[config.mk]
export PLATFORM = sky130hd
export DESIGN_NAME = hazard_ctrl_flat
export DESIGN_NICKNAME = d
export VERILOG_FILES = /design/src/rtl/hazard_ctrl_if.sv /design/src/rtl/hazard_ctrl.sv /design/src/flat_wrapper.sv
export SDC_FILE = /design/constraint.sdc
export NUM_CORES = 1
export LEC_CHECK = 0
export BUFFER_PORTS_ARGS = -buffer_cell sky130_fd_sc_hd__buf_2
export CAP_MARGIN = 30
export CORE_MARGIN = 4
export CORE_UTILIZATION = 50
export DETAILED_ROUTE_END_ITERATION = 10
export PLACE_DENSITY = 0.86
export SYNTH_ARGS = -nofsm -noshare
export SYNTH_HDL_FRONTEND = slang
export SYNTH_SLANG_ARGS = --single-unit
[constraint.sdc]
create_clock -name clk -period 4.6 [get_ports clk]
set_input_delay 0.23 -clock clk [delete_from_list [all_inputs] [get_ports clk]]
set_output_delay 0.23 -clock clk [all_outputs]
set_load 0.01 [all_outputs]
[src/rtl/hazard_ctrl_if.sv]
// -----------------------------------------------------------------------------
// hazard_ctrl_if
//   Bundles the signals between the pipeline datapath and the hazard/sequencing
//   controller. The controller connects through the slave modport. The pipeline
//   (or a testbench standing in for it) connects through the master modport.
//
//   Pipeline -> controller:
//     id_rs_num, id_rt_num   ID-stage source register numbers
//     id_use_rs, id_use_rt   ID instruction actually reads rs / rt
//     ex_ld, ex_regwrite     EX instruction is a load / writes a register
//     ex_write_num           EX destination register number
//     ex_redirect            EX resolved a taken branch or a jump
//     ex_halt                EX syscall requesting exit
//     mem_busy               data memory not ready this cycle
//   Controller -> pipeline:
//     pc_en, pc_redirect     PC load enable / PC mux selects the EX target
//     ifid_en .. memwb_en    pipeline register load enables
//     ifid_zero, idex_zero   pipeline register synchronous clears
//     halted                 core halted
//     stall_cnt, flush_cnt   statistics counters
// -----------------------------------------------------------------------------
interface hazard_ctrl_if #(
  parameter int REG_BITS = 6,
  parameter int CNT_BITS = 32
);
  logic [REG_BITS-1:0] id_rs_num;
  logic [REG_BITS-1:0] id_rt_num;
  logic                id_use_rs;
  logic                id_use_rt;
  logic                ex_ld;
  logic                ex_regwrite;
  logic [REG_BITS-1:0] ex_write_num;
  logic                ex_redirect;
  logic                ex_halt;
  logic                mem_busy;

  logic                pc_en;
  logic                pc_redirect;
  logic                ifid_en;
  logic                idex_en;
  logic                exmem_en;
  logic                memwb_en;
  logic                ifid_zero;
  logic                idex_zero;
  logic                halted;
  logic [CNT_BITS-1:0] stall_cnt;
  logic [CNT_BITS-1:0] flush_cnt;

  modport master (
    output id_rs_num, id_rt_num, id_use_rs, id_use_rt,
           ex_ld, ex_regwrite, ex_write_num, ex_redirect, ex_halt, mem_busy,
    input  pc_en, pc_redirect, ifid_en, idex_en, exmem_en, memwb_en,
           ifid_zero, idex_zero, halted, stall_cnt, flush_cnt
  );

  modport slave (
    input  id_rs_num, id_rt_num, id_use_rs, id_use_rt,
           ex_ld, ex_regwrite, ex_write_num, ex_redirect, ex_halt, mem_busy,
    output pc_en, pc_redirect, ifid_en, idex_en, exmem_en, memwb_en,
           ifid_zero, idex_zero, halted, stall_cnt, flush_cnt
  );
endinterface

[src/rtl/hazard_ctrl.sv]
// -----------------------------------------------------------------------------
// hazard_ctrl
//   Hazard and sequencing controller for the 5-stage MIPS pipeline. It produces
//   the per-stage load enables and synchronous clears for PC, IF_ID, ID_EX,
//   EX_MEM and MEM_WB. It handles load-use stalls, taken-branch/jump flushes,
//   memory-busy freezes and the syscall halt. It also counts bubbles and
//   flushes for the statistics display.
//
//   Ports:
//     clk  system clock, all state updates on the rising edge
//     rst  synchronous active-high reset
//     bus  hazard_ctrl_if.slave (pipeline status in, enables/clears/counters out)
//
//   The enables and clears are combinational from the state and the inputs,
//   so the controller adds no latency. Only the state and the counters are
//   registered.
// -----------------------------------------------------------------------------
module hazard_ctrl #(
  parameter int REG_BITS = 6,
  parameter int CNT_BITS = 32
) (
  input  logic         clk,
  input  logic         rst,
  hazard_ctrl_if.slave bus
);

  typedef enum logic [1:0] {
    S_RESET_HOLD = 2'd0,
    S_RUN        = 2'd1,
    S_HALT       = 2'd2
  } state_t;

  state_t              r_state;
  state_t              w_next_state;
  logic [CNT_BITS-1:0] r_stall_cnt;
  logic [CNT_BITS-1:0] r_flush_cnt;
  logic                w_stall_inc;
  logic                w_flush_inc;

  logic [REG_BITS-1:0] w_ex_write_num;
  logic                w_rs_match;
  logic                w_rt_match;
  logic                w_lu;

  // Register 0 is hardwired to zero, so a load "into" r0 never creates a
  // dependency.
  assign w_ex_write_num = bus.ex_write_num;
  assign w_rs_match     = bus.id_use_rs && (w_ex_write_num == bus.id_rs_num);
  assign w_rt_match     = bus.id_use_rt && (w_ex_write_num == bus.id_rt_num);
  assign w_lu           = bus.ex_ld && bus.ex_regwrite && (w_ex_write_num != '0)
                          && (w_rs_match || w_rt_match);

  // NOTE: state and counters use non-blocking assignments so every flop
  // samples pre-edge values. Blocking here would create order-dependent races.
  always_ff @(posedge clk) begin
    if (rst) begin
      r_state     <= S_RESET_HOLD;
      r_stall_cnt <= '0;
      r_flush_cnt <= '0;
    end else begin
      r_state <= w_next_state;
      // Counters wrap naturally at 2^CNT_BITS.
      if (w_stall_inc) r_stall_cnt <= r_stall_cnt + CNT_BITS'(1);
      if (w_flush_inc) r_flush_cnt <= r_flush_cnt + CNT_BITS'(1);
    end
  end

  // NOTE: every output of this block gets a default before the case. Without
  // the defaults, any path that skips an assignment would infer a latch.
  always_comb begin
    w_next_state    = r_state;
    w_stall_inc     = 1'b0;
    w_flush_inc     = 1'b0;
    bus.pc_en       = 1'b0;
    bus.pc_redirect = 1'b0;
    bus.ifid_en     = 1'b0;
    bus.idex_en     = 1'b0;
    bus.exmem_en    = 1'b0;
    bus.memwb_en    = 1'b0;
    bus.ifid_zero   = 1'b0;
    bus.idex_zero   = 1'b0;
    bus.halted      = 1'b0;

    unique case (r_state)
      S_RESET_HOLD: begin
        // Hold the pipeline registers cleared until reset is released.
        bus.ifid_zero = 1'b1;
        bus.idex_zero = 1'b1;
        w_next_state  = S_RUN;
      end

      S_RUN: begin
        if (bus.ex_halt) begin
          // The halt beats a simultaneous busy or redirect. Freeze everything.
          w_next_state = S_HALT;
        end else if (bus.mem_busy) begin
          // Full freeze. A pending redirect or lu is re-evaluated once memory
          // is ready, so nothing is counted here.
        end else if (bus.ex_redirect) begin
          // The IF and ID instructions are wrong-path. Squash both. Any lu
          // hazard belongs to the squashed ID instruction and is ignored.
          bus.pc_en       = 1'b1;
          bus.pc_redirect = 1'b1;
          bus.ifid_en     = 1'b1;
          bus.idex_en     = 1'b1;
          bus.exmem_en    = 1'b1;
          bus.memwb_en    = 1'b1;
          bus.ifid_zero   = 1'b1;
          bus.idex_zero   = 1'b1;
          w_flush_inc     = 1'b1;
        end else if (w_lu) begin
          // Hold PC and IF_ID. Load a bubble into ID_EX. Let the load advance
          // to MEM, where forwarding covers it on the next cycle.
          bus.idex_en   = 1'b1;
          bus.idex_zero = 1'b1;
          bus.exmem_en  = 1'b1;
          bus.memwb_en  = 1'b1;
          w_stall_inc   = 1'b1;
        end else begin
          bus.pc_en    = 1'b1;
          bus.ifid_en  = 1'b1;
          bus.idex_en  = 1'b1;
          bus.exmem_en = 1'b1;
          bus.memwb_en = 1'b1;
        end
      end

      S_HALT: begin
        // Only reset leaves this state.
        bus.halted = 1'b1;
      end

      default: begin
        w_next_state = S_RESET_HOLD;
      end
    endcase
  end

  assign bus.stall_cnt = r_stall_cnt;
  assign bus.flush_cnt = r_flush_cnt;

endmodule

[src/flat_wrapper.sv]
// flat-port wrapper written by rule: the top's interface ports become plain ports
module hazard_ctrl_flat 
#(
  parameter int REG_BITS = 6,
  parameter int CNT_BITS = 32
)
  (clk, rst, bus_id_rs_num, bus_id_rt_num, bus_id_use_rs, bus_id_use_rt, bus_ex_ld, bus_ex_regwrite, bus_ex_write_num, bus_ex_redirect, bus_ex_halt, bus_mem_busy, bus_pc_en, bus_pc_redirect, bus_ifid_en, bus_idex_en, bus_exmem_en, bus_memwb_en, bus_ifid_zero, bus_idex_zero, bus_halted, bus_stall_cnt, bus_flush_cnt);
  hazard_ctrl_if #(.REG_BITS(REG_BITS), .CNT_BITS(CNT_BITS)) bus_i ();
  input  logic clk;
  input  logic rst;
  input wire logic [$bits(bus_i.id_rs_num)-1:0] bus_id_rs_num;
  input wire logic [$bits(bus_i.id_rt_num)-1:0] bus_id_rt_num;
  input wire logic [$bits(bus_i.id_use_rs)-1:0] bus_id_use_rs;
  input wire logic [$bits(bus_i.id_use_rt)-1:0] bus_id_use_rt;
  input wire logic [$bits(bus_i.ex_ld)-1:0] bus_ex_ld;
  input wire logic [$bits(bus_i.ex_regwrite)-1:0] bus_ex_regwrite;
  input wire logic [$bits(bus_i.ex_write_num)-1:0] bus_ex_write_num;
  input wire logic [$bits(bus_i.ex_redirect)-1:0] bus_ex_redirect;
  input wire logic [$bits(bus_i.ex_halt)-1:0] bus_ex_halt;
  input wire logic [$bits(bus_i.mem_busy)-1:0] bus_mem_busy;
  output wire logic [$bits(bus_i.pc_en)-1:0] bus_pc_en;
  output wire logic [$bits(bus_i.pc_redirect)-1:0] bus_pc_redirect;
  output wire logic [$bits(bus_i.ifid_en)-1:0] bus_ifid_en;
  output wire logic [$bits(bus_i.idex_en)-1:0] bus_idex_en;
  output wire logic [$bits(bus_i.exmem_en)-1:0] bus_exmem_en;
  output wire logic [$bits(bus_i.memwb_en)-1:0] bus_memwb_en;
  output wire logic [$bits(bus_i.ifid_zero)-1:0] bus_ifid_zero;
  output wire logic [$bits(bus_i.idex_zero)-1:0] bus_idex_zero;
  output wire logic [$bits(bus_i.halted)-1:0] bus_halted;
  output wire logic [$bits(bus_i.stall_cnt)-1:0] bus_stall_cnt;
  output wire logic [$bits(bus_i.flush_cnt)-1:0] bus_flush_cnt;
  assign bus_i.id_rs_num = bus_id_rs_num;
  assign bus_i.id_rt_num = bus_id_rt_num;
  assign bus_i.id_use_rs = bus_id_use_rs;
  assign bus_i.id_use_rt = bus_id_use_rt;
  assign bus_i.ex_ld = bus_ex_ld;
  assign bus_i.ex_regwrite = bus_ex_regwrite;
  assign bus_i.ex_write_num = bus_ex_write_num;
  assign bus_i.ex_redirect = bus_ex_redirect;
  assign bus_i.ex_halt = bus_ex_halt;
  assign bus_i.mem_busy = bus_mem_busy;
  assign bus_pc_en = bus_i.pc_en;
  assign bus_pc_redirect = bus_i.pc_redirect;
  assign bus_ifid_en = bus_i.ifid_en;
  assign bus_idex_en = bus_i.idex_en;
  assign bus_exmem_en = bus_i.exmem_en;
  assign bus_memwb_en = bus_i.memwb_en;
  assign bus_ifid_zero = bus_i.ifid_zero;
  assign bus_idex_zero = bus_i.idex_zero;
  assign bus_halted = bus_i.halted;
  assign bus_stall_cnt = bus_i.stall_cnt;
  assign bus_flush_cnt = bus_i.flush_cnt;
  hazard_ctrl #(.REG_BITS(REG_BITS), .CNT_BITS(CNT_BITS)) u_core (.clk(clk), .rst(rst), .bus(bus_i));
endmodule
Yosys cells after proc, flatten, opt, wreduce, memory -nomap -nowiden
Cells that the tools add are included.
- register bits after elaboration: 66
- $add $sub $neg: 2
- eq/ne operators: 5
- mux-type cells: 25
- bitwise operators: 1
- reduce and logical (&&, ||, !) cells: 9
- operators with widths (operator ; count):
    $add 32x1->32 const B ; 2
    $mux 1 ; 21
    $eq 6x6->1 ; 2
    $pmux 2 s3 ; 1
    $reduce_bool 6->1 ; 1
    $logic_and 1x1->1 ; 5
    $pmux 1 s2 ; 2
    $eq 2x1->1 const B ; 1
    $eq 2x2->1 const B ; 1
    $logic_not 2->1 ; 1
    $mux 2 ; 1
    $ne 2x2->1 const B ; 1
    $reduce_and 2->1 ; 1
    $logic_or 1x1->1 ; 1
    $not 1->1 ; 1

Logic depth before layout (Yosys ltp)
Gate-level depths: netlist of the first run.
- depth after elaboration: 9
- gate-level depth with buffers: 9
- gate-level depth less buffers: 8

Worst setup path after synthesis of the first run
No wires, ideal clock.
- kind: reg2reg
- from: register u_core.r_stall_cnt[0] (netlist: u_core.bus.stall_cnt[0])
- to: register u_core.r_stall_cnt[24] (netlist: u_core.bus.stall_cnt[24])
- setup time: 0.070 ns
- arrival time: 1.743 ns
- data required time: 4.530 ns
- slack: 2.787 ns
- stages on the path, launching flop included: 7
- path buffers: 0
- cells stage by stage: dfxtp_1 -> ha_1 -> nand3_1 -> nor2_1 -> nand3_4 -> or4_1 -> a21oi_1
- cells in the longest elaborated chain, start to end: 1
- RTL lines (item ; line ; RTL):
    start, declared ; hazard_ctrl.sv:35 ; logic [CNT_BITS-1:0] r_stall_cnt;
    start signal, assigned ; hazard_ctrl.sv:63 ; if (w_stall_inc) r_stall_cnt <= r_stall_cnt + CNT_BITS'(1);
    $add 32x1->32 ; hazard_ctrl.sv:63 ;
No other way between the ends.
A chain may end at the register's enable or synchronous reset.

Worst setup path in the final report of the first run
Same ends and word-level chain as after synthesis.

==> impl.org, run 1 <==
** Pwr
- P_leak :: between 1.5 and 2 nW
- Across the VDD grid, the largest voltage drop is approximately 0.19 mV.
- For this design the ratio of total power to cell area is 271 nW/um^2.

** Timing
- Setup violations remaining at the end of the flow were counted as 0.
- Number of max-slew violations in the final report :: 0
- Relative slew margins :: between 50% and 60%
- Setup total negative slack on the finished layout was measured at 0 ns.
- Unrepaired setup endpoints after global routing :: false
- Fin crit period :: 2.20 ns
- Least-Margin Pin Slew :: 0.653 ns
- Period utilization :: a little under half
- On the final layout, the worst clock skew is about 0.010 ns.
- The final hold violation count came to 0.
- Smallest setup slack after layout :: between 2 and 2.5 ns
- Maximum clock rate :: approximately 460 MHz

** Drt
- The detail route stage leaves a number of antenna-violating nets equal to 0.
- Vias after detailed routing :: 3,369
- Vias per cell :: between 5 and 6
- Drc violations :: 0
- After the first detailed-routing iteration, the DRC count stood at about 100.
- First-pass iteration count of the detailed router :: 4
- Average wire length per cell after detail routing :: around 15 um
- WL final :: 8740 um

** Global route
- Largest net degree at the start of global routing :: between 60 and 70
- Global Route met1 Usage :: between 20% and 30%
- The number of global-route vias before repair was 3,223.
- Met2 demand-to-capacity share in global routing :: between 30 and 40%
- The global routing stage identified its most utilized layer as met2.
- Global routing used around 3.7% of the available met3 tracks.
- The first global-routing pass estimated between 10,000 and 15,000 um of wire.
- All-layer global routing usage :: around a fifth
- Antenna violations before repair :: 0
- The total overflow left after global routing is 0.

** Final layout
- Sequential Area :: 1320 um^2
- Compared with the post-synthesis result, the final layout area differs by 19.6%.
- Final standard cell utilization of the core :: between 60% and 70%
- Leaving out filler cells and counting taps, the final layout contains between 500 and 600.
- At the end of the flow, the number of nets in the layout was about 520.
- In the final layout, the share of cells above drive strength 1 is roughly a quarter.
- Fill cells in the final layout number 583.
- The top cell types in the final layout, fill and taps aside, are sky130_fd_sc_hd__buf_2 (99), sky130_fd_sc_hd__dfxtp_1 (66), sky130_fd_sc_hd__nor2_1 (39).
- Area taken by multi-input logic gates :: around 1900 um^2
- Leaving out fill and tap cells, the most frequent cell in the layout is sky130_fd_sc_hd__buf_2.
- The number of antenna diodes in the final layout is 0.

** Logic synthesis
- Post-synthesis average cell area :: 8.50 um^2
- The number of nets in the synthesized netlist is 432.
- Asr flop ratio synth :: 0%
- During synthesis, Yosys emitted a total of 0 warnings.
- Count of unique library cells instantiated by Yosys :: 47
- Number of instances in the synthesized netlist :: 403
- Synthesis inferred 66 register bits.
- Netlist area before placement :: between 3000 and 4000 um^2
- Sequential-to-total area share from yosys stat :: about two fifths
- The most used flip-flop cell after synthesis is sky130_fd_sc_hd__dfxtp_1.
- Number of enable-type register cells in the synthesized netlist :: 0

** Clock network
- The number of gates resized after CTS was 0.
- CTS tree :: done
- In this run the deepest clock path goes through 2 buffers.
- Clk pin slew, worst setup/hold paths :: around 0.070 ns
- Clock Sink Count :: 66
- TritonCTS created 9 clock buffers.
- Once the clock tree was built, the setup fixing pass inserted 0 buffers.
- The number of hold buffers added after CTS was 0.
- Worst-Skew Late Latency :: approximately 0.32 ns
- Root Buffer Master :: sky130_fd_sc_hd__clkbuf_8
- CTS built an H-tree with a depth of 3.

** Place
- Placed insts :: approximately 560
- Estimated wirelength of the detail-placed design :: just over 6000 um
- Pre-CTS WS :: between 2 and 2.5 ns
- RePlAce Congestion :: between 0.8 and 0.9
- In this run the tool buffered the top-level ports with between 90 and 100 buffer cells.

** Floorplanning
- Die span in x :: 90.8 um
- Number of core rows :: 29
- Standard cell core area :: between 6000 and 7000 um^2
- In this run the vertical extent of the chip is a little over 90 um.
- Effective utilization at floorplan :: a little over half
- 100 I/O pins were placed.
- Die Area :: around 8000 um^2

** Critical path
- At the worst endpoint, the arrival time is about 2.4 ns.
- The worst setup path is captured at a flip-flop.
- Crit Path Category :: flip-flop to flip-flop
- Of all nets on the critical path, the largest fanout is 18.
- Logic depth of the worst register-to-register path :: 6
- In this run the critical register-to-register path is captured at u_core.bus.stall_cnt[24].
- STA classifies the critical path startpoint as a flip-flop.
- Critical Path, Cell by Cell :: ha_1 -> nand3_1 -> nor2_1 -> nand3_4 -> or4_1 -> a21oi_1
- Startpoint of the most critical register-to-register path :: u_core.bus.stall_cnt[0]
- The setup check on the worst reg-to-reg path leaves a slack of ~2.4 ns.
- The largest individual stage delay along the critical path comes from the cell sky130_fd_sc_hd__or4_1.
- At the worst endpoint, the required time is roughly 4.8 ns.
- Crit path largest cell delay :: 0.54 ns

** Worst hold path
- The worst hold path begins at bus_ex_halt.
- Endpoint, Worst Hold :: u_core.r_state[0]
- Counting instances, the worst hold path has a depth of 2.
- The path class of the tightest hold or removal check is input pin to flip-flop.

** Status
- Status :: finished clean

** Run
- The tool flagged a number of max-cap violations equal to 0.
[worst max path at each step]
| stage | from | slack (ns) | endpoint |
|---|---|---|---|
| floorplan | u_core.bus.stall_cnt[0] | 2.79 | u_core.bus.stall_cnt[24] |
| global placement | u_core.bus.stall_cnt[0] | 2.51 | u_core.bus.stall_cnt[22] |
| detailed placement | u_core.bus.stall_cnt[0] | 2.43 | u_core.bus.stall_cnt[16] |
| CTS | u_core.bus.stall_cnt[0] | 2.39 | u_core.bus.stall_cnt[24] |
| global route | u_core.bus.stall_cnt[0] | 2.21 | u_core.bus.stall_cnt[16] |
| finish | u_core.bus.stall_cnt[0] | 2.40 | u_core.bus.stall_cnt[24] |
[metal layers]
layer / up-vias / wire, um / part of all wire, %
met5: - / 0 / 0
met4: 0 / 137 / 1.6
met3: 11 / 500 / 5.7
met2: 112 / 4260 / 49
met1: 1590 / 3850 / 44
li1: 1656 / - / -
[through the flow]
stage | power, mW | instance area (um^2) | hold slack [ns]
final | 1.11 | 4100 | 0.142
after global routing | 1.15 | 4100 | 0.146
after CTS | 1.12 | 4100 | 0.133
after detailed placement | 0.648 | 3910 | 0.448
after global placement | 0.645 | 3890 | 0.433
after floorplan | 0.622 | 3430 | 0.331
[cells by family after synthesis]
kind of cell,share of synthesized area [%]
flip-flops,38.6
AND/OR/NAND/NOR,31.7
XOR/XNOR,10.7
multiplexers,0.329
AO/OA/AOI/OAI,13.2
buffers and inverters,4.78
adder cells (fa/ha/maj),0.730
[sequential cells by signal, summed over array words and instances (netlist names)]
| signal | flops |
|---|---|
| u_core.bus.stall_cnt | 32 |
| u_core.bus.flush_cnt | 32 |
| u_core.r_state | 2 |
[cell usage after synthesis, drive strengths merged (2+ instances only)]
cell    instances  area [um^2]
clkbuf         14         53.8
nand3          26          143
o31ai          27          203
nor3            9         61.3
buf            11         78.8
nand2          25          101
and2            4         25.0
or3             5         31.3
xor2           18          158
o21ai           5         25.0
xnor2          24          210
nor2b           2         12.5
or4            28          210
and4            9         80.1
inv             7         26.3
nor4            4         25.0
and3            8         50.1
a21oi          35          175
dfxtp          66         1320
or2             2         12.5
nor2           39          146
nand4          21          144
ha              2         25.0
[layout make-up]
cell class | count | area share [%]
Sequential cell | 66 | 32.2
Timing Repair Buffer | 101 | 12.8
Tap cell | 77 | 2.35
Clock inverter | 3 | 0.977
Multi-Input combinational cell | 304 | 47.4
Clock buffer | 12 | 3.54
Inverter | 8 | 0.763
[where the power goes]
group	switching (mW)	internal [mW]	total, mW
clock	0.213	0.261	0.475
sequential	0.00163	0.573	0.574
combinational	0.0353	0.0256	0.0608
[critical path, delay by kind of cell (launching register included)]
| kind | cells | cell delay [ns] |
|---|---|---|
| and+or+nand+nor | 4 | 1.33 |
| DFF | 1 | 0.42 |
| adders and majority gates | 1 | 0.19 |
| AOI/OAI and AO/OA | 1 | 0.17 |
No activity file was read; power rests on OpenSTA's default activity.
==> inputs of run 2 (changes only) <==
Settings changed: CORE_UTILIZATION 50 to 47, PLACE_DENSITY 0.86 to 0.85.
Clock period 4.6 ns to 1.95 ns, I/O delays scaled along.
==> run 2 against run 1 <==
  * First-iteration DRC count increased by 86%
  * Critical path depth increased by 3
  * Highest routed layer unchanged
  * Largest cell class unchanged
  * Non-clock buffer count grew 22
  * Flip-flop and latch count stayed put
  * Die area rose by 5.8%
  * Via count increased by 4.7%
  * Hold slack better by 0.060 ns
  * Sequential share of layout area down 2.4 points
  * Utilization grew 0.87 points
  * Clock skew increased by 0.0041 ns
  * Total power up 150%
  * Global-route usage shrank 0.89 points
==> impl.org, run 2 (synthesis gave the netlist of run 1 again) <==
** Status
- Status :: finished clean (unchanged)

** Clock network
- The maximum clock path buffer count came to 2 (unchanged).
- Clk pin slew, worst setup/hold paths :: 0.08 ns (was 0.07 ns)
- The number of levels the H-tree was split into came to 3 (unchanged).
- Worst-Skew Late Latency :: 0.33 ns (was 0.32 ns)
- The number of buffers inserted during clock tree synthesis was 9 (unchanged).
- The root buffer cell is sky130_fd_sc_hd__clkbuf_8 (unchanged).
- The clock tree from TritonCTS is done (unchanged).
- The clock sink total is 66 (unchanged).

** Run
- Maxcap violations :: 0 (unchanged)

** Timing
- Least-Margin Pin Slew :: 0.443 ns (was 0.653 ns)
- Relative slew margins :: 70.5% (was 56.5%)
- The clock period could shrink to roughly 1.9 ns.
- The number of setup violations in the final report is 0 (unchanged).
- Smallest setup slack after layout :: 0.0537 ns (was 2.40 ns)
- Of the available clock period, the critical path in the final layout requires 97.2%.
- Based on the critical path, the design can be clocked at up to between 500 and 600 MHz.
- The final setup skew is 0.0145 ns (was 0.0104 ns).
- Hold Vio Cnt, Final :: 0 (unchanged)
- The final max-slew violation count came to 0 (unchanged).

** Worst hold path
- The type of the most critical hold path was input pin to flip-flop (unchanged).

** Final layout
- The fraction of layout cells with a size suffix above 1 came to 32.2% (was 25.3%).
- Layout Area Growth over Synthesis :: 29.7% (was 19.6%)
- Most common cell after layout, fill and taps aside :: sky130_fd_sc_hd__buf_2 (unchanged)
- The final antenna diode count is 0 (unchanged).
- Final standard cell utilization of the core :: 64.0% (was 63.1%)
- Layout Nets :: 543 (was 519)
- Leading cell types in the layout, fill and taps excluded :: sky130_fd_sc_hd__buf_2 (99), sky130_fd_sc_hd__dfxtp_1 (64), sky130_fd_sc_hd__nor2_1 (36) (was sky130_fd_sc_hd__buf_2 (99), sky130_fd_sc_hd__dfxtp_1 (66), sky130_fd_sc_hd__nor2_1 (39))

** Critical path
- Worst endpoint data arrival time :: 2.15 ns (was 2.44 ns)
- The critical path class was input pin to flip-flop (was flip-flop to flip-flop).
- Setup slack on the worst flop-to-flop path :: 0.07 ns (was 2.40 ns)
- The endpoint required time on the critical path was 2.21 ns (was 4.84 ns).
- CP endpoint kind :: flip-flop (unchanged)
- The kind of start point of the critical path is an input pin (was flip-flop).
- Maximum fanout along the worst path :: 8 (was 18)

** Pwr
- Worst supply voltage drop on vdd :: 0.433 mV (was 0.190 mV)
- Clock network fraction of total power :: 45.4% (was 42.8%)
- Power Internal :: 2.14 mW (was 860 uW)
- The combinational share of power is 5.7% (was 5.5%).
- Net switching power :: 632 uW (was 250 uW)
- The power density over the cells is 623 nW/um^2 (was 271 nW/um^2).
- Sw Ratio :: 22.8% (was 22.6%)
- Register share of total power :: 49.0% (was 51.7%)
- The total leakage power was 1.77 nW (was 1.62 nW).

** Global route
- The overall fraction of global-route tracks in use was 20.3% (was 21.2%).
- The global-route wire length before repair came to 14,800 um (was 14,900 um).
- Overflow left after global routing :: 0 (unchanged)
- Antenna violations before repair :: 0 (unchanged)
- Via count of the first global-routing pass :: 3,174 (was 3,223)
- Largest net degree at the start of global routing :: 65 (unchanged)

** Drt
- The iteration count of the initial detailed-routing pass was 4 (unchanged).
- Average wire length per cell after detail routing :: 15.5 um (was 15.3 um)
- WL final :: 9550 um (was 8740 um)
- The DRC violation count after routing came to 0 (unchanged).
- Vias after detailed routing :: 3,528 (was 3,369)
- The number of nets with antenna violations after detailed routing is 0 (unchanged).
- The number of DRC markers after the initial detailed-route iteration came to 192 (was 103).
- Vias per cell :: 5.74 (was 5.90)

** Floorplanning
- Effective utilization at floorplan :: 49.3% (was 52.7%)
- The die height was 93.4 um (was 90.8 um).
- Die span in x :: 93.4 um (was 90.8 um)
- Die Area :: 8720 um^2 (was 8240 um^2)
- Num ports :: 100 (unchanged)
- Number of core rows :: 30 (was 29)
- Standard cell core area :: 6940 um^2 (was 6490 um^2)

** Place
- The minimum setup slack after placement was 0.0712 ns (was 2.43 ns).
- RePlAce Congestion :: 0.801 (was 0.823)
- The count of buffers inserted at the top-level ports came to 99 (unchanged).
- Estimated wirelength of the detail-placed design :: 6450 um (was 6190 um)
## run 2: changes by cell type in the layout (fill, tap and decap cells not counted), sizes merged
| cell | previous run | this run |
|---|---|---|
| dlygate4sd3 | 0 | 1 |
| nand3 | 26 | 27 |
| buf | 101 | 122 |
| nand2 | 25 | 26 |
| inv | 7 | 8 |
| bufinv | 1 | 2 |
| clkbuf | 12 | 9 |
| clkinvlp | 0 | 2 |
## run 2: path summary, 6_finish.rpt
| check | startpoint | to | depth (start not counted) |
|---|---|---|---|
| worst max-delay path | bus_ex_halt | u_core.bus.stall_cnt[28] | 9 |
| worst min register to register | u_core.r_state[1] | u_core.r_state[0] | 1 |
| worst min-delay path | rst | u_core.bus.stall_cnt[22] | 2 |
| worst max register to register | u_core.r_state[1] | u_core.bus.stall_cnt[28] | 7 |
## run 2: stage by stage
stage                     TNS (ns)  instance area (um^2)  power, mW  cells  hold slack (ns)
final                            0                  4440       2.77    615            0.202
after floorplan                  0                  3430       1.47    403            0.198
after global placement           0                  4050       1.53    589            0.347
after global routing       -0.0682                  4440       2.88    615            0.208
after CTS                        0                  4280       2.79    606            0.163
after detailed placement         0                  4050       1.53    589            0.344
## run 2: routing by layer
metal	up-vias	GRT usage [%]	wire length, um
li1	1714	-	-
met1	1679	25.6	4010
met2	123	34.7	4820
met3	12	3.06	571
met4	0	7.81	144
met5	-	0	0
## run 2: what timing repair did
item,4_1_cts,5_1_grt
hold buffers,1,0
gates resized for setup,0,23
setup endpoints to repair,0,25
setup buffers,0,7
hold endpoints to repair,1,0
## run 2: layout make-up
cell class,instances,area [um^2]
clock inverter,7,93.8
tap,96,120
clock buffer,9,124
timing repair buffer,123,707
sequential,66,1320
multi-input combinational,306,2040
fill,591,2500
inverter,8,32.5
## run 2: worst max-delay path, cell delays in order
cell	delay, ns
sky130_fd_sc_hd__dlygate4sd3_1	0.54
sky130_fd_sc_hd__buf_2	0.15
sky130_fd_sc_hd__nor2_2	0.11
sky130_fd_sc_hd__nand2_2	0.08
sky130_fd_sc_hd__inv_4	0.11
sky130_fd_sc_hd__o211a_4	0.27
sky130_fd_sc_hd__nand3_4	0.13
sky130_fd_sc_hd__or4_1	0.50
sky130_fd_sc_hd__a21oi_1	0.17
## run 2: power by group through the flow
stage	clock network (mW)	logic (mW)	registers [mW]
global route	1.35	0.170	1.36
floorplan	0	0.0808	1.39
global placement	0	0.143	1.39
detailed placement	0	0.147	1.39
finish	1.26	0.157	1.35
CTS	1.29	0.150	1.35
